[src/rtl/matrix_keypad_scanner.sv]
// matrix_keypad_scanner
// ROWS x COLS active-low matrix keypad scanner in the system clock domain.
// Drives one row low per slot and samples the synchronised columns mid-slot.
// Each key is debounced with its own sample counter. Changes are reported as
// a debounced state vector, one-clk press/release pulses, and a
// first-word-fall-through event FIFO.
//
// Optional feature macro: KEYPAD_AUTOREPEAT_EN (auto-repeat press events).
//
// Ports:
//   clk          system clock
//   rst          synchronous reset, active-high
//   en           scan enable; low parks the scan at row 0, state holds
//   col          column sense, active low, asynchronous to clk
//   row          row drive, active low, combinational from the row index
//   key_state    debounced state, index r*COLS+c, 0 = pressed
//   key_press    one-clk pulse on a stable 1->0 transition
//   key_release  one-clk pulse on a stable 0->1 transition
//   evt_valid    FIFO head valid
//   evt_ready    consumer accepts the head when evt_valid & evt_ready
//   evt_code     key index of the head event
//   evt_press    1 = press, 0 = release
//   evt_repeat   1 = auto-repeat press (constant 0 without the macro)
//   evt_overflow sticky flag: an event was dropped on a full FIFO
//   ovf_clr      clears evt_overflow; a same-cycle drop wins
module matrix_keypad_scanner #(
  parameter int unsigned ROWS         = 4,
  parameter int unsigned COLS         = 4,
  parameter int unsigned CLK_DIV      = 60000,
  parameter int unsigned DEBOUNCE     = 2,
  parameter int unsigned FIFO_DEPTH   = 4,
  parameter int unsigned REPEAT_DELAY = 100,
  parameter int unsigned REPEAT_RATE  = 25
) (
  input  logic                           clk,
  input  logic                           rst,
  input  logic                           en,
  input  logic [COLS-1:0]                col,
  output logic [ROWS-1:0]                row,
  output logic [ROWS*COLS-1:0]           key_state,
  output logic [ROWS*COLS-1:0]           key_press,
  output logic [ROWS*COLS-1:0]           key_release,
  output logic                           evt_valid,
  input  logic                           evt_ready,
  output logic [$clog2(ROWS*COLS)-1:0]   evt_code,
  output logic                           evt_press,
  output logic                           evt_repeat,
  output logic                           evt_overflow,
  input  logic                           ovf_clr
);

  localparam int unsigned KEYS   = ROWS * COLS;
  localparam int unsigned CODE_W = $clog2(KEYS);
  localparam int unsigned IDX_W  = (ROWS > 1) ? $clog2(ROWS) : 1;
  localparam int unsigned COL_W  = (COLS > 1) ? $clog2(COLS) : 1;
  localparam int unsigned CNT_W  = $clog2(CLK_DIV);
  localparam int unsigned DB_W   = $clog2(DEBOUNCE + 1);
  localparam int unsigned PTR_W  = $clog2(FIFO_DEPTH);
  localparam int unsigned HALF   = CLK_DIV / 2;

  // Column synchroniser
  logic [COLS-1:0] col_meta;
  logic [COLS-1:0] col_sync;

  always_ff @(posedge clk) begin
    if (rst) begin
      col_meta <= '1;
      col_sync <= '1;
    end else begin
      col_meta <= col;
      col_sync <= col_meta;
    end
  end

  // Slot counter and row index
  logic [CNT_W-1:0] slot_cnt;
  logic [IDX_W-1:0] row_idx;
  logic             sample;

  always_ff @(posedge clk) begin
    if (rst || !en) begin
      slot_cnt <= '0;
      row_idx  <= '0;
    end else if (slot_cnt == CNT_W'(CLK_DIV - 1)) begin
      slot_cnt <= '0;
      row_idx  <= (row_idx == IDX_W'(ROWS - 1)) ? '0 : row_idx + 1'b1;
    end else begin
      slot_cnt <= slot_cnt + 1'b1;
    end
  end

  // Slot count is forced to 0 while disabled, so no sample can occur then
  assign sample = en && (slot_cnt == CNT_W'(HALF));
  assign row    = en ? ~(ROWS'(1) << row_idx) : '1;

  // Debounce next-state for the keys of the row currently driven
  logic [DB_W-1:0]   db_cnt      [KEYS];
  logic [CODE_W-1:0] key_idx     [COLS];
  logic [DB_W-1:0]   row_cnt_nxt [COLS];
  logic [COLS-1:0]   row_press;
  logic [COLS-1:0]   row_rel;

  always_comb begin
    row_press = '0;
    row_rel   = '0;
    for (int c = 0; c < COLS; c++) begin
      key_idx[c]     = CODE_W'(32'(row_idx) * COLS + 32'(c));
      row_cnt_nxt[c] = '0;
      if (col_sync[c] != key_state[key_idx[c]]) begin
        if (db_cnt[key_idx[c]] == DB_W'(DEBOUNCE - 1)) begin
          if (key_state[key_idx[c]]) row_press[c] = 1'b1;
          else                       row_rel[c]   = 1'b1;
        end else begin
          row_cnt_nxt[c] = db_cnt[key_idx[c]] + 1'b1;
        end
      end
    end
  end

  // Pending change mask of the last sampled row, drained lowest column first
  logic [COLS-1:0]  pend;
  logic [COLS-1:0]  pend_press;
  logic [IDX_W-1:0] pend_row;
  logic             emit_hit;
  logic [COL_W-1:0] emit_col;

  always_comb begin
    emit_hit = 1'b0;
    emit_col = '0;
    for (int c = 0; c < COLS; c++) begin
      if (pend[c] && !emit_hit) begin
        emit_hit = 1'b1;
        emit_col = COL_W'(c);
      end
    end
  end

  // Debounced state, pulses and emission mask
  always_ff @(posedge clk) begin
    if (rst) begin
      key_state   <= '1;
      key_press   <= '0;
      key_release <= '0;
      for (int k = 0; k < KEYS; k++) db_cnt[k] <= '0;
      pend        <= '0;
      pend_press  <= '0;
      pend_row    <= '0;
    end else begin
      key_press   <= '0;
      key_release <= '0;
      if (sample) begin
        for (int c = 0; c < COLS; c++) begin
          db_cnt[key_idx[c]] <= row_cnt_nxt[c];
          if (row_press[c]) begin
            key_state[key_idx[c]] <= 1'b0;
            key_press[key_idx[c]] <= 1'b1;
          end
          if (row_rel[c]) begin
            key_state[key_idx[c]]   <= 1'b1;
            key_release[key_idx[c]] <= 1'b1;
          end
        end
        pend       <= row_press | row_rel;
        pend_press <= row_press;
        pend_row   <= row_idx;
      end else if (emit_hit) begin
        pend <= pend & ~(COLS'(1) << emit_col);
      end
    end
  end

`ifdef KEYPAD_AUTOREPEAT_EN
  localparam int unsigned RPT_MAX = (REPEAT_DELAY > REPEAT_RATE) ? REPEAT_DELAY : REPEAT_RATE;
  localparam int unsigned RPT_W   = $clog2(RPT_MAX + 1);

  logic             trk_valid;
  logic [IDX_W-1:0] trk_row;
  logic [COL_W-1:0] trk_col;
  logic [RPT_W-1:0] trk_frames;
  logic             trk_first;
  logic             rpt_pend;
  logic             new_hit;
  logic [COL_W-1:0] new_col;

  // Highest newly pressed column of the sampled row becomes the tracked key
  always_comb begin
    new_hit = 1'b0;
    new_col = '0;
    for (int c = 0; c < COLS; c++) begin
      if (row_press[c]) begin
        new_hit = 1'b1;
        new_col = COL_W'(c);
      end
    end
  end

  // Repeat tracker: frames are counted at each sample of the tracked row
  always_ff @(posedge clk) begin
    if (rst) begin
      trk_valid  <= 1'b0;
      trk_row    <= '0;
      trk_col    <= '0;
      trk_frames <= '0;
      trk_first  <= 1'b0;
      rpt_pend   <= 1'b0;
    end else begin
      // Repeat leaves the emitter once change events are drained
      if (rpt_pend && !emit_hit) rpt_pend <= 1'b0;
      if (sample) begin
        if (new_hit) begin
          trk_valid  <= 1'b1;
          trk_row    <= row_idx;
          trk_col    <= new_col;
          trk_frames <= '0;
          trk_first  <= 1'b1;
        end else if (trk_valid && (trk_row == row_idx)) begin
          if (row_rel[trk_col]) begin
            trk_valid <= 1'b0;
          end else if (trk_frames == (trk_first ? RPT_W'(REPEAT_DELAY - 1)
                                                : RPT_W'(REPEAT_RATE - 1))) begin
            rpt_pend   <= 1'b1;
            trk_frames <= '0;
            trk_first  <= 1'b0;
          end else begin
            trk_frames <= trk_frames + 1'b1;
          end
        end
      end
    end
  end
`endif

  // Push selection: change events first, then a pending repeat
  logic              push;
  logic [CODE_W-1:0] push_code;
  logic              push_press;
`ifdef KEYPAD_AUTOREPEAT_EN
  logic              push_rpt;
`endif

  always_comb begin
    push       = emit_hit;
    push_code  = CODE_W'(32'(pend_row) * COLS + 32'(emit_col));
    push_press = pend_press[emit_col];
`ifdef KEYPAD_AUTOREPEAT_EN
    push_rpt   = 1'b0;
    if (!emit_hit && rpt_pend) begin
      push       = 1'b1;
      push_code  = CODE_W'(32'(trk_row) * COLS + 32'(trk_col));
      push_press = 1'b1;
      push_rpt   = 1'b1;
    end
`endif
  end

  // Event FIFO, first-word fall-through
  logic [CODE_W-1:0]     fifo_code [FIFO_DEPTH];
  logic [FIFO_DEPTH-1:0] fifo_press;
`ifdef KEYPAD_AUTOREPEAT_EN
  logic [FIFO_DEPTH-1:0] fifo_rpt;
`endif
  logic [PTR_W:0]        wr_ptr;
  logic [PTR_W:0]        rd_ptr;
  logic                  fifo_full;
  logic                  pop;
  logic                  do_push;

  assign evt_valid = (wr_ptr != rd_ptr);
  assign fifo_full = (wr_ptr[PTR_W] != rd_ptr[PTR_W]) &&
                     (wr_ptr[PTR_W-1:0] == rd_ptr[PTR_W-1:0]);
  assign pop       = evt_valid && evt_ready;
  // A pop frees the slot the push lands in, so both succeed when full
  assign do_push   = push && (!fifo_full || pop);

  always_ff @(posedge clk) begin
    if (rst) begin
      wr_ptr       <= '0;
      rd_ptr       <= '0;
      evt_overflow <= 1'b0;
    end else begin
      if (do_push) wr_ptr <= wr_ptr + 1'b1;
      if (pop)     rd_ptr <= rd_ptr + 1'b1;
      if (push && !do_push) evt_overflow <= 1'b1;
      else if (ovf_clr)     evt_overflow <= 1'b0;
    end
  end

  // Storage needs no reset; pointers define what is valid
  always_ff @(posedge clk) begin
    if (do_push) begin
      fifo_code[wr_ptr[PTR_W-1:0]]  <= push_code;
      fifo_press[wr_ptr[PTR_W-1:0]] <= push_press;
`ifdef KEYPAD_AUTOREPEAT_EN
      fifo_rpt[wr_ptr[PTR_W-1:0]]   <= push_rpt;
`endif
    end
  end

  assign evt_code  = fifo_code[rd_ptr[PTR_W-1:0]];
  assign evt_press = fifo_press[rd_ptr[PTR_W-1:0]];
`ifdef KEYPAD_AUTOREPEAT_EN
  assign evt_repeat = fifo_rpt[rd_ptr[PTR_W-1:0]];
`else
  // Constant 0; the repeat timing parameters only survive as a sanity term
  localparam bit RPT_CFG_OK = (REPEAT_DELAY >= 1) && (REPEAT_RATE >= 1);
  assign evt_repeat = 1'b0 && RPT_CFG_OK;
`endif

endmodule

[config.mk]
export PLATFORM = sky130hd
export DESIGN_NAME = matrix_keypad_scanner
export DESIGN_NICKNAME = d
export VERILOG_FILES = /design/src/rtl/matrix_keypad_scanner.sv
export SDC_FILE = /design/constraint.sdc
export NUM_CORES = 1
export LEC_CHECK = 0
export ABC_AREA = 1
export CORE_MARGIN = 3
export CORE_UTILIZATION = 55
export CTS_CLUSTER_DIAMETER = 80
export DETAILED_ROUTE_END_ITERATION = 7
export PLACE_DENSITY = 0.84
export SLEW_MARGIN = 20
export SYNTH_ARGS = -nofsm -noshare
export SYNTH_HDL_FRONTEND = slang
export SYNTH_SLANG_ARGS = --single-unit
[constraint.sdc]
create_clock -name clk -period 5 [get_ports clk]
set_clock_uncertainty 0.2 [all_clocks]
set_input_delay 0.5 -clock clk [delete_from_list [all_inputs] [get_ports clk]]
set_output_delay 0.5 -clock clk [all_outputs]
set_load 0.01 [all_outputs]
==> results.py <==
metrics = {
    "die": {
        "die_y_um": 112.5,
        "initial_core_util_pct": 56.78,
        "die_area_mm2": 0.01265,
        "rows": 38,
        "fp.coreArea_mm2": 0.01098,
        "fp.dieW_um": 112.5,
        "ios": 69,
    },
    "placement": {
        "gp_congestion": 0.9750,
        "dpl_cell_area_mm2": 0.006980,
        "portBuffers": 67,
        "dp_hpwl_um": 10420,
        "dp_cells": 907,
        "pre_cts_slack_ns": 1.738,
    },
    "sta": {
        "rsz0062_at_grt": "false",
        "slew_headroom_pct": 33.21,
        "hold_ws_ns": 0.2114,
        "worstMarginPinSlew_ns": 1.000,
        "period_minus_slack_ns": 3.630,
        "final_max_slew_viol_count": 0,
        "max_freq_mhz": 275.5,
        "fin_ws_ns": 1.370,
        "post-route-period-util_pct": 72.60,
        "setup_viol": 0,
        "fin_tns_setup_ns": 0,
        "hold_viol": 0,
    },
    "clock_tree": {
        "post_cts_buffers": 0,
        "htreeDepth": 4,
        "cts-hold-fix-buffers": 0,
        "root_buffer": "clkbuf_16",
        "numCtsBuffers": 17,
        "max-clock-path-buffers": 2,
        "cts_tree": "yes",
        "cts.repair.resized": 0,
        "cts_sinks": 147,
        "clk_latency_ns": 0.42,
        "clkTransAtPathRegs_ns": 0.06,
    },
    "status": {
        "status": "finished clean",
    },
    "logic_synthesis": {
        "ys_warn_count": 0,
        "synth_top_area_share_pct": 30.50,
        "ys_seq_elements": 147,
        "yosysSeqAreaShare_pct": 55.54,
        "syn_area_per_cell_um2": 8.673,
        "ys_types": 37,
        "netlist_top_cells_area": "dfxtp_1, edfxtp_1, nand2_1",
        "yosys.area.top_type": "dfxtp_1",
        "netlist_area_mm2": 0.006236,
        "syn_nets": 739,
        "synthCells": 719,
    },
    "critical_path": {
        "path_class": "register to output pin",
        "end_kind": "output pin",
        "critPathRequiredTime_ns": 4.30,
        "path_max_fanout": 25,
        "worstSetupStartpointType": "register",
        "cp.arrival_ns": 2.93,
    },
    "layout": {
        "final_area_mm2": 0.007621,
        "fin_util_pct": 69.39,
        "final_cell_mix": "nand2_1, nor2_1, dfxtp_1, clkdlybuf4s50_1, inv_1",
        "layoutNonFillerInstCount": 939,
        "num_antenna_cells": 0,
        "fin_nets": 806,
        "area_growth_pct": 22.21,
        "layout_commonest_cell": "nand2_1",
        "drive_gt1_share_pct": 11.26,
    },
    "routing": {
        "routedWlPerCell_um": 16.07,
        "vias": 5202,
        "drc": 0,
        "drt-pass1-iter-count": 6,
        "ant_nets": 0,
        "wirelength_um": 15090,
        "drtIter0Drc": 475,
        "vias_per_cell": 5.540,
    },
    "power_and_ir_drop": {
        "p_leak_nw": 3.000,
        "power_mw": 2.692,
        "powerDensity_mw_per_mm2": 353.2,
        "peakVddDrop_v": 0.0002495,
    },
    "grt": {
        "grt_antenna_before_repair": 0,
        "grt_usage_pct": 24.38,
        "grt.overflow.total": 0,
        "grt_pass1_wl_um": 24450,
        "grt_pass1_vias": 5128,
        "grt_max_degree": 37,
    },
    "flow_run": {
        "maxCapViolCount": 0,
    },
    "worst_hold_path": {
        "hold_class": "register to register",
    },
}
[critical path, cell delays in order (launching register included)]
cell and delay [ns]:
dfxtp_1 0.97, inv_2 0.45, ha_1 0.44, nand2_1 0.10, clkdlybuf4s50_1 0.54
[state kept, by name (all words and copies together) (netlist names), 3 cells and up, named ones only]
| register | cells |
|---|---|
| col_meta | 4 |
| col_sync | 4 |
| pend_press | 4 |
| fifo_code | 16 |
| fifo_press | 4 |
| pend | 4 |
| slot_cnt | 16 |
| wr_ptr | 3 |
| key_state | 7 |
| db_cnt | 32 |
| key_release | 16 |
| key_press | 16 |
| rd_ptr | 3 |
[cell usage after synthesis]
library cell / number
buf_2: 9
inv_1: 61
nand2_1: 162
a31oi_1: 1
buf_4: 4
inv_2: 8
clkinv_1: 1
or2_1: 1
a32oi_1: 1
nor2_2: 9
a21oi_1: 29
nand3_2: 2
nand3b_1: 6
nor3_1: 13
nand2_2: 13
xor2_1: 8
o21ai_0: 19
nor3_2: 9
nor2_8: 1
ha_1: 11
or2_2: 8
nand4_1: 5
edfxtp_1: 52
conb_1: 1
xnor2_1: 1
nand3_4: 1
nand4_2: 2
o22ai_1: 6
dfxtp_1: 95
buf_6: 1
nand2_4: 1
clkbuf_1: 6
nor2_4: 5
nor3b_1: 2
nor2_1: 109
o21ai_1: 5
nand3_1: 51
[worst paths after layout]
path / startpoint / to / slack [ns] / cells after the start
worst min register to register: col_meta[0] / col_sync[0] / 0.21 / 1
worst min-delay path: col_meta[0] / col_sync[0] / 0.21 / 1
worst max-delay path: row_idx[0] / row[2] / 1.37 / 4
worst max register to register: row_idx[0] / db_cnt[2][0] / 1.98 / 4
[final cells by class]
cell class	count	area [µm²]
flip-flops and latches	147	3463
fillers	808	3362
multi-input cells	482	2401
repair buffers	68	678.2
clock buffers	18	429.2
inverters	70	262.8
clock inverters	14	211.5
well taps	140	175.2
[where the power goes]
part	internal (mW)	switching, mW	leakage (nW)
Combinational	0.0194	0.0438	1.38
Sequential	1.25	0.00694	1.30
Clock	0.883	0.488	0.311
[layer usage]
| layer | up-vias | track usage, % | share of wire [%] |
|---|---|---|---|
| met2 | 248 | 42.15 | 51 |
| li1 | 2467 | - | - |
| met1 | 2436 | 28.53 | 39 |
| met3 | 51 | 5.714 | 7.4 |
| met4 | 0 | 11.78 | 3.2 |
| met5 | - | 0 | 0 |
[cells by family after synthesis]
logic type      share of synthesized area, %
simple gates                           29.88
flops                                  55.54
buf+inv                                5.959
compound gates                         5.096
fa+ha+maj                              2.207
xor+xnor                               1.264
other cells                          0.06013
(Power assumes the default switching activity.)
